[src/rtl/roulette_pkg.sv]
// Shared types and defaults for the roulette wheel LED spin engine.
// Holds the FSM state encoding and the LEDs-per-group helper.
package roulette_pkg;

   typedef enum logic [1:0] {
      IDLE  = 2'd0,
      SPIN  = 2'd1,
      DECEL = 2'd2,
      BLINK = 2'd3
   } state_t;

   localparam int NUM_LEDS_DEF = 38;
   localparam int IDX_W_DEF    = 6;

   // Select value 0 means group off, so each group drives 2^sel_w-1 LEDs.
   function automatic int lpg_of(input int sel_w);
      return (1 << sel_w) - 1;
   endfunction

endpackage

[src/rtl/led_group_decoder.sv]
// Wheel index to muxed LED group selects; purely combinational, zero latency.
// No flow control: outputs follow cur_idx/disp_en directly.
module led_group_decoder
   import roulette_pkg::*;
#(
   parameter int NUM_LEDS   = NUM_LEDS_DEF,
   parameter int IDX_W      = IDX_W_DEF,
   parameter int NUM_GROUPS = 6,
   parameter int SEL_W      = 3
) (
   input  logic [IDX_W-1:0]            cur_idx,
   input  logic                        disp_en,
   output logic [NUM_GROUPS*SEL_W-1:0] mux_select
);

   localparam int LPG = lpg_of(SEL_W);

   generate
      if (NUM_GROUPS * LPG < NUM_LEDS) begin : g_cfg_err
         $error("led_group_decoder: NUM_GROUPS*LPG smaller than NUM_LEDS");
      end
   endgenerate

   // Range compare per group avoids a divider on the index path.
   always_comb begin
      mux_select = '0;
      for (int g = 0; g < NUM_GROUPS; g++) begin
         if (disp_en && (int'(cur_idx) >= g * LPG) && (int'(cur_idx) < (g + 1) * LPG)) begin
            mux_select[g*SEL_W +: SEL_W] = SEL_W'(int'(cur_idx) - g * LPG + 1);
         end
      end
   end

endmodule

[src/rtl/roulette_wheel_spinner.sv]
// Spin engine: constant-speed laps, deceleration, landing on target, blink.
// busy follows accept by one cycle; start while busy is dropped, no backpressure.
module roulette_wheel_spinner
   import roulette_pkg::*;
#(
   parameter int NUM_LEDS    = NUM_LEDS_DEF,
   parameter int IDX_W       = IDX_W_DEF,
   parameter int NUM_GROUPS  = 6,
   parameter int SEL_W       = 3,
   parameter int STEP_BASE   = 500000,
   parameter int STEP_INC    = 250000,
   parameter int STEP_MAX    = 5000000,
   parameter int MIN_LAPS    = 2,
   parameter int BLINK_HALF  = 12500000,
   parameter int BLINK_COUNT = 3
) (
   input  logic                        clock,
   input  logic                        reset,
   input  logic                        start,
   input  logic [IDX_W-1:0]            target_idx,
   output logic                        busy,
   output logic                        done,
   output logic                        bad_target,
   output logic [IDX_W-1:0]            cur_idx,
   output logic                        disp_en,
   output logic [NUM_GROUPS*SEL_W-1:0] mux_select
);

   localparam int PER_MAX = (STEP_BASE > STEP_MAX) ? STEP_BASE : STEP_MAX;
   localparam int PER_W   = $clog2(PER_MAX + 1);
   localparam int SUM_W   = $clog2(PER_MAX + STEP_INC + 1);
   localparam int LAP_W   = $clog2(MIN_LAPS + 1);
   localparam int BLK_W   = $clog2(BLINK_HALF + 1);
   localparam int PH_W    = $clog2(2 * BLINK_COUNT + 1);
   localparam logic [IDX_W-1:0] LAST_IDX = IDX_W'(NUM_LEDS - 1);

   state_t             state_q, state_d;
   logic [IDX_W-1:0]   cur_q, cur_d, tgt_q, tgt_d;
   logic [PER_W-1:0]   step_q, step_d, period_q, period_d;
   logic [LAP_W-1:0]   laps_q, laps_d;
   logic [BLK_W-1:0]   blink_q, blink_d;
   logic [PH_W-1:0]    phase_q, phase_d;
   logic               disp_q, disp_d, busy_q, busy_d, done_q, done_d, bad_q, bad_d;

   logic               step_hit;
   logic [IDX_W-1:0]   nxt_idx;
   logic [SUM_W-1:0]   per_sum;
   logic [PER_W-1:0]   per_next;

   always_comb begin
      nxt_idx  = (cur_q == LAST_IDX) ? '0 : cur_q + 1'b1;
      per_sum  = SUM_W'(period_q) + SUM_W'(STEP_INC);
      per_next = (per_sum > SUM_W'(STEP_MAX)) ? PER_W'(STEP_MAX) : PER_W'(per_sum);
      step_hit = (step_q == period_q - 1'b1);

      state_d  = state_q;
      cur_d    = cur_q;
      tgt_d    = tgt_q;
      step_d   = step_q;
      period_d = period_q;
      laps_d   = laps_q;
      blink_d  = blink_q;
      phase_d  = phase_q;
      disp_d   = disp_q;
      busy_d   = busy_q;
      done_d   = 1'b0;
      bad_d    = 1'b0;

      case (state_q)
         IDLE: begin
            if (start) begin
               if ({1'b0, target_idx} < (IDX_W + 1)'(NUM_LEDS)) begin
                  tgt_d    = target_idx;
                  step_d   = '0;
                  period_d = PER_W'(STEP_BASE);
                  laps_d   = '0;
                  disp_d   = 1'b1;
                  busy_d   = 1'b1;
                  state_d  = SPIN;
               end else begin
                  bad_d = 1'b1;
               end
            end
         end
         SPIN, DECEL: begin
            if (step_hit) begin
               step_d = '0;
               cur_d  = nxt_idx;
               if (state_q == SPIN) begin
                  if (cur_q == LAST_IDX) begin
                     laps_d = laps_q + 1'b1;
                     if (laps_d == LAP_W'(MIN_LAPS)) begin
                        state_d  = DECEL;
                        period_d = per_next;
                     end
                  end
               end else begin
                  period_d = per_next;
               end
               // Landing only counts once the required laps are done.
               if ((state_d == DECEL) && (nxt_idx == tgt_q)) begin
                  state_d = BLINK;
                  blink_d = '0;
                  phase_d = '0;
                  disp_d  = 1'b1;
               end
            end else begin
               step_d = step_q + 1'b1;
            end
         end
         BLINK: begin
            if (blink_q == BLK_W'(BLINK_HALF - 1)) begin
               blink_d = '0;
               if (phase_q == PH_W'(2 * BLINK_COUNT - 1)) begin
                  disp_d  = 1'b1;
                  done_d  = 1'b1;
                  busy_d  = 1'b0;
                  state_d = IDLE;
               end else begin
                  phase_d = phase_q + 1'b1;
                  disp_d  = ~disp_q;
               end
            end else begin
               blink_d = blink_q + 1'b1;
            end
         end
         default: state_d = IDLE;
      endcase
   end

   always_ff @(posedge clock or posedge reset) begin
      if (reset) begin
         state_q  <= IDLE;
         cur_q    <= '0;
         tgt_q    <= '0;
         step_q   <= '0;
         period_q <= '0;
         laps_q   <= '0;
         blink_q  <= '0;
         phase_q  <= '0;
         disp_q   <= 1'b0;
         busy_q   <= 1'b0;
         done_q   <= 1'b0;
         bad_q    <= 1'b0;
      end else begin
         state_q  <= state_d;
         cur_q    <= cur_d;
         tgt_q    <= tgt_d;
         step_q   <= step_d;
         period_q <= period_d;
         laps_q   <= laps_d;
         blink_q  <= blink_d;
         phase_q  <= phase_d;
         disp_q   <= disp_d;
         busy_q   <= busy_d;
         done_q   <= done_d;
         bad_q    <= bad_d;
      end
   end

   assign busy       = busy_q;
   assign done       = done_q;
   assign bad_target = bad_q;
   assign cur_idx    = cur_q;
   assign disp_en    = disp_q;

   led_group_decoder #(
      .NUM_LEDS  (NUM_LEDS),
      .IDX_W     (IDX_W),
      .NUM_GROUPS(NUM_GROUPS),
      .SEL_W     (SEL_W)
   ) u_dec (
      .cur_idx   (cur_q),
      .disp_en   (disp_q),
      .mux_select(mux_select)
   );

endmodule

[config.mk]
export PLATFORM = sky130hd
export DESIGN_NAME = roulette_wheel_spinner
export DESIGN_NICKNAME = d
export VERILOG_FILES = /design/src/rtl/roulette_pkg.sv /design/src/rtl/led_group_decoder.sv /design/src/rtl/roulette_wheel_spinner.sv
export SDC_FILE = /design/constraint.sdc
export NUM_CORES = 1
export LEC_CHECK = 0
export BUFFER_PORTS_ARGS = -buffer_cell sky130_fd_sc_hd__buf_2
export CAP_MARGIN = 40
export CORE_MARGIN = 1.5
export CORE_UTILIZATION = 55
export CTS_CLUSTER_DIAMETER = 150
export DETAILED_ROUTE_END_ITERATION = 8
export HOLD_SLACK_MARGIN = 0.06
export PLACE_DENSITY = 0.73
export REMOVE_ABC_BUFFERS = 1
export SLEW_MARGIN = 0
export SYNTH_ARGS = -nofsm -noshare
export SYNTH_HDL_FRONTEND = slang
export SYNTH_SLANG_ARGS = --single-unit
[constraint.sdc]
create_clock -name clock -period 8.2 [get_ports clock]
set_input_delay 2.05 -clock clock [delete_from_list [all_inputs] [get_ports clock]]
set_output_delay 2.05 -clock clock [all_outputs]
set_load 0.02 [all_outputs]
Word level (Yosys, flattened, before mapping)
Cells that the tools add are included.
{"block": "totals", "regBits": 93, "inputBits": 9, "output_inout_bits": 28, "elab_cells": 154}
{"block": "classes", "add_sub_neg": 18, "order_cmp": 13, "eq_ne": 21, "n_mux": 62, "n_bitwise": 1, "n_reduce_logical": 27}
{"op": "2-to-1 mux 23 bit", "n": 10}
{"op": "one-hot mux 23 bit (2 select lines)", "n": 2}
{"op": "2-to-1 mux 24 bit", "n": 3}
{"op": "one-hot mux 24 bit (2 select lines)", "n": 1}
{"op": "2-to-1 mux 2 bit", "n": 16}
{"op": "2-to-1 mux 3 bit", "n": 10}
{"op": "adder 24 x 1 -> 24 bit, second input constant", "n": 1}
{"op": "== test 24 bit, second input constant", "n": 1}
{"op": "adder 23 x 1 -> 23 bit, second input constant", "n": 1}
{"op": "adder 23 x 18 -> 23 bit, second input constant", "n": 1}
{"op": "== test 23 bit", "n": 1}
{"op": "greater-than comparator 23 bit, second input constant", "n": 1}
{"op": "subtractor 23 x 1 -> 23 bit, second input constant", "n": 1}
{"op": "AND reduction 5 bit", "n": 4}
{"op": "< comparator 6 bit, second input constant", "n": 3}
{"op": "!= test 2 bit, second input constant", "n": 9}
{"op": "adder 3 x 2 -> 3 bit, second input constant", "n": 5}
{"op": "2-to-1 mux 1 bit", "n": 14}
{"op": "greater-or-equal comparator 6 x 5 -> 1 bit, second input constant", "n": 2}
{"op": "logical AND 1 bit", "n": 12}
{"op": "< comparator 6 x 5 -> 1 bit, second input constant", "n": 2}
{"op": "AND reduction 6 bit", "n": 2}
{"op": "subtractor 3 bit, second input constant", "n": 4}
{"op": "AND reduction 3 bit", "n": 3}
{"op": "26 further kinds", "n": 33}

Depth between registers and ports, before layout
{"block": "logic_depth", "depth_word": 12, "mapped_depth": 15, "ltp_nobuf": 10}

Hierarchy
From an unflattened synthesis, not the netlist that was laid out.
{"block": "hier_totals", "cells_unflattened": 782, "hier_area_um2": 6597.6}
{"module": "roulette_wheel_spinner", "instances": 1, "cells_per_inst": 724, "area_each_um2": 6202.2}
{"module": "led_group_decoder", "instances": 1, "cells_per_inst": 58, "area_each_um2": 395.4}

Worst setup path before layout
Ideal clock, no wire load.
{"block": "synth_path", "path_kind": "reg2out", "start": "register cur_q[0], in the netlist cur_idx[0]", "end": "output mux_select[11]", "t_arrival_ps": 1890, "required_ps": 6150, "path_slack_ps": 4260, "path_stages_with_launch": 9, "n_path_buf": 1, "cell_sequence": "dfrtp_1 clkbuf_1 inv_1 ha_1 inv_1 o21ai_0 mux2i_1 and3_1 nor2b_1"}
{"block": "synth_via", "elab_chain_cells": 4}
{"element": "start: declaration", "line": "roulette_wheel_spinner.sv:38", "text": "logic [IDX_W-1:0] cur_q, cur_d, tgt_q, tgt_d;"}
{"element": "start signal: assignment", "line": "roulette_wheel_spinner.sv:147", "text": "cur_q <= cur_d;"}
{"element": "branches (longest 3 deep; another with subtractor 3 bit)"}
{"element": "2-to-1 mux 3 bit *", "line": "led_group_decoder.sv:28", "text": "if (disp_en && (int'(cur_idx) >= g * LPG) && (int'(cur_idx) < (g + 1) * LPG)) begin"}
{"element": "end: declaration", "line": "roulette_wheel_spinner.sv:26", "text": "output logic [NUM_GROUPS*SEL_W-1:0] mux_select"}
Every way passes the cells marked *.

Worst setup path after layout
{"block": "layout_path", "start": "register period_q[4]", "end": "register blink_q[12]"}
{"block": "layout_via", "elab_chain_cells": 4}
{"element": "start: declaration", "line": "roulette_wheel_spinner.sv:39", "text": "logic [PER_W-1:0] step_q, step_d, period_q, period_d;"}
{"element": "start signal: assignment", "line": "roulette_wheel_spinner.sv:150", "text": "period_q <= period_d;"}
{"element": "subtractor 23 x 1 -> 23 bit", "line": "roulette_wheel_spinner.sv:54", "text": "step_hit = (step_q == period_q - 1'b1);"}
{"element": "== test 23 bit", "line": "roulette_wheel_spinner.sv:54"}
{"element": "!= test 2 bit (no line)"}
{"element": "AND reduction 3 bit (no line)"}
{"element": "end signal: assignment", "line": "roulette_wheel_spinner.sv:152", "text": "blink_q <= blink_d;"}
{"element": "end: declaration", "line": "roulette_wheel_spinner.sv:41", "text": "logic [BLK_W-1:0] blink_q, blink_d;"}
Every way passes these cells.
A chain may end at the register's enable or synchronous reset.

==> metrics <==
#FFs+latches synth=89; top cell type by total area after synthesis=sky130_fd_sc_hd__dfrtp_1; cell at the root of the clock tree=sky130_fd_sc_hd__clkbuf_16; final-layout setup total negative slack=0 ns; antenna violations before repair=0; maximum number of pins on one net before global-route repair=40; clock latency reported for the late side of the worst-skew pair=0.36 ns; kind of start point of the critical path=flip-flop; Worst Skew=0.0112 ns; most frequent cells in the layout=sky130_fd_sc_hd__dfrtp_1, sky130_fd_sc_hd__nor2_1, sky130_fd_sc_hd__nand2_1; maximum net fanout on the critical path=21; GR Util met1=37.7%; quantity of gates resized following cts=0; number of warnings issued by yosys=0; Power per Cell Area=121 nW/um^2; leakage power total=approximately 3.1 nW; global routing usage on met2=43.8%; routed wire length=around 17000 um; cell area after synthesis=6640 um^2; number of hold-repair buffers added at the cts stage=0; Routed WL per cell=17.9 um; Synth Area per Inst=around 8.3 um^2; Final ANT Viol Nets=0; Net count, final=826; post-CTS setup buffer count=0; slew at the pin closest to its max-slew limit=approximately 0.91 ns; Avg Vias per Cell=6.60; overall die width=113 um; Filler Cells Inserted=slightly below 1000; final estimated routing congestion in global placement=0.964; number of diodes added for antenna fixing=0; setup repair after global routing missed its margin=no; HPWL reported at the end of detailed placement=11600 um; portion of the post-synthesis area used by sequential elements=between 30% and 40%; instance count of the mapped netlist=802; shortest clock period the worst path allows after layout=4.72 ns; result of the run=completed; number of distinct library cells after synthesis=79; area post-placement=6820 um^2; number of DRC violations after detailed routing=0; share of post-route cells with drive strength above 1=12.4%; hold crit path type=flip-flop to flip-flop; crit share post-route=57.5%; worst max-slew margin expressed relative to the limit=39.3%; met3 routing resource usage after global routing=around 6.2%; standard-cell row count=39; top flip-flop cell by instance count after synthesis=sky130_fd_sc_hd__dfrtp_1; placeable core region=11600 um^2; final hold vios=0; post-route cell area=7110 um^2; cell depth of the worst flop-to-flop path=10; data arrival at the endpoint of the critical path=4.96 ns; GRT Resource Usage Total=27.5%; detailed-router iteration count before antenna repair=6; max capacitance violation total=0; largest cells by area after synthesis=sky130_fd_sc_hd__dfrtp_1, sky130_fd_sc_hd__nor2_1, sky130_fd_sc_hd__nand2_1; endpoint type of the worst setup path=flip-flop; starting utilization of the core area=57.1%; largest buffer count on any clock path=2; setup-violating endpoint count in the final report=0; fraction of synthesis flops using an asynchronous set or reset pin=100%; Peak VDD IR=0.139 mV; highest-utilization routing layer at the global route stage=met2; synthesis-to-finish area growth=7.20%; sum of internal, switching and leakage power=863 uW; Die Height=113 um; CTS tree=yes; wire length of the first global-routing pass=slightly below 30000 um; Hold Path Stages=1; most common library cell in the layout ignoring fill and taps=sky130_fd_sc_hd__dfrtp_1; Yosys top cell area share=33.6%; number of top-level pins=37; number of global-route vias before repair=5999; DR iter-0 viols=621; clk slew on worst S/H paths=0.07 ns; Worst Path Required=8.44 ns; TritonCTS buffer count=9; number of flops mapped to enable cells by yosys=0; max-slew violation count=0; critical path type=flip-flop to flip-flop; CTS H-tree depth=3; achievable frequency=0.212 GHz; die footprint=~13000 um^2; CTS Sinks=89; buffers added on ports=36; final worst hold slack=0.496 ns; DR vias=6246; Congestion Overflow GR=0
-- flip-flops by register name, indices dropped and copies added, names as in the netlist --
signal / count
state_q: 2
disp_en: 1
blink_q: 24
step_q: 23
laps_q: 2
busy: 1
cur_idx: 6
period_q: 19
done: 1
bad_target: 1
tgt_q: 6
phase_q: 3
-- logic make-up (layout without fill, tap and decap cells) --
logic type	count (synthesis)	after routing	share of synthesized area, %
muxes	12	12	1.94
buffers and inverters	87	89	5.35
xor gates and xnor gates	53	53	6.99
AOI/OAI and AO/OA	211	211	23.1
adders and majority gates	18	18	3.39
DFF	89	89	33.6
and+or+nand+nor	332	332	25.7
-- critical path: stages (launching register included) --
cell	delay, ns
sky130_fd_sc_hd__dfrtp_1	0.56
sky130_fd_sc_hd__inv_1	0.19
sky130_fd_sc_hd__ha_1	0.32
sky130_fd_sc_hd__nor4b_1	0.58
sky130_fd_sc_hd__nand3_1	0.19
sky130_fd_sc_hd__a2111o_1	0.40
sky130_fd_sc_hd__or4_1	0.70
sky130_fd_sc_hd__o41a_1	0.68
sky130_fd_sc_hd__buf_8	0.26
sky130_fd_sc_hd__or2_4	0.36
sky130_fd_sc_hd__o41ai_1	0.36
-- worst paths after layout --
kind / from / to / slack (ns)
setup / recovery: period_q[4] / blink_q[12] / 3.48
hold / removal: blink_q[21] / blink_q[21] / 0.50
setup reg to reg: period_q[4] / blink_q[12] / 3.48
hold reg to reg: blink_q[21] / blink_q[21] / 0.50
max in group asynchronous: reset / step_q[8] / 5.57
min in group asynchronous: reset / blink_q[6] / 1.64
-- where the power goes --
group | internal, mW | total [mW] | switching, mW
sequential | 0.439 | 0.439 | 0
clock | 0.212 | 0.411 | 0.199
combinational | 0.00298 | 0.0132 | 0.0103
total | 0.654 | 0.863 | 0.209
-- layout make-up --
cell class                      count  area [um^2]  share of cell area (%)
Clock buffer                        9          225                    3.17
Clock inverter                      7         62.6                   0.879
Inverter                           31          118                    1.65
Multi-Input combinational cell    626         4050                    57.0
Sequential cell                    89         2230                    31.3
Tap cell                          143          179                    2.51
Timing Repair Buffer               42          249                    3.50
-- routing by layer --
layer / vias up / share of wire (%) / wire length [um]
met5: - / 0 / 0
li1: 2927 / - / -
met2: 264 / 46 / 7900
met3: 38 / 6.5 / 1110
met1: 3017 / 45 / 7720
met4: 0 / 1.6 / 271
-- synthesized netlist by cell type (10+ instances only) --
cell	n
sky130_fd_sc_hd__nand2_1	77
sky130_fd_sc_hd__a31oi_1	17
sky130_fd_sc_hd__clkbuf_1	47
sky130_fd_sc_hd__nand4_1	24
sky130_fd_sc_hd__dfrtp_1	89
sky130_fd_sc_hd__nand3_1	32
sky130_fd_sc_hd__and2_1	13
sky130_fd_sc_hd__o21ai_1	28
sky130_fd_sc_hd__nor2_1	80
sky130_fd_sc_hd__and3_1	11
sky130_fd_sc_hd__nand2b_1	10
sky130_fd_sc_hd__o21ai_0	25
sky130_fd_sc_hd__nor4_1	11
sky130_fd_sc_hd__xor2_1	23
sky130_fd_sc_hd__nor3_1	20
sky130_fd_sc_hd__xnor2_1	30
sky130_fd_sc_hd__a21oi_1	30
sky130_fd_sc_hd__ha_1	18
sky130_fd_sc_hd__inv_1	31
sky130_fd_sc_hd__o31ai_2	16
-- through the flow --
stage | setup slack [ns] | cells | util [%]
final | 3.48 | 947 | 61.3
after floorplan | 3.71 | 746 | -
after global routing | 3.24 | 947 | 61.3
after detailed placement | 3.02 | 930 | 58.7
after CTS | 3.38 | 946 | 61.2
after global placement | 2.95 | 927 | 58.3
No activity file was read; power rests on OpenSTA's default activity.
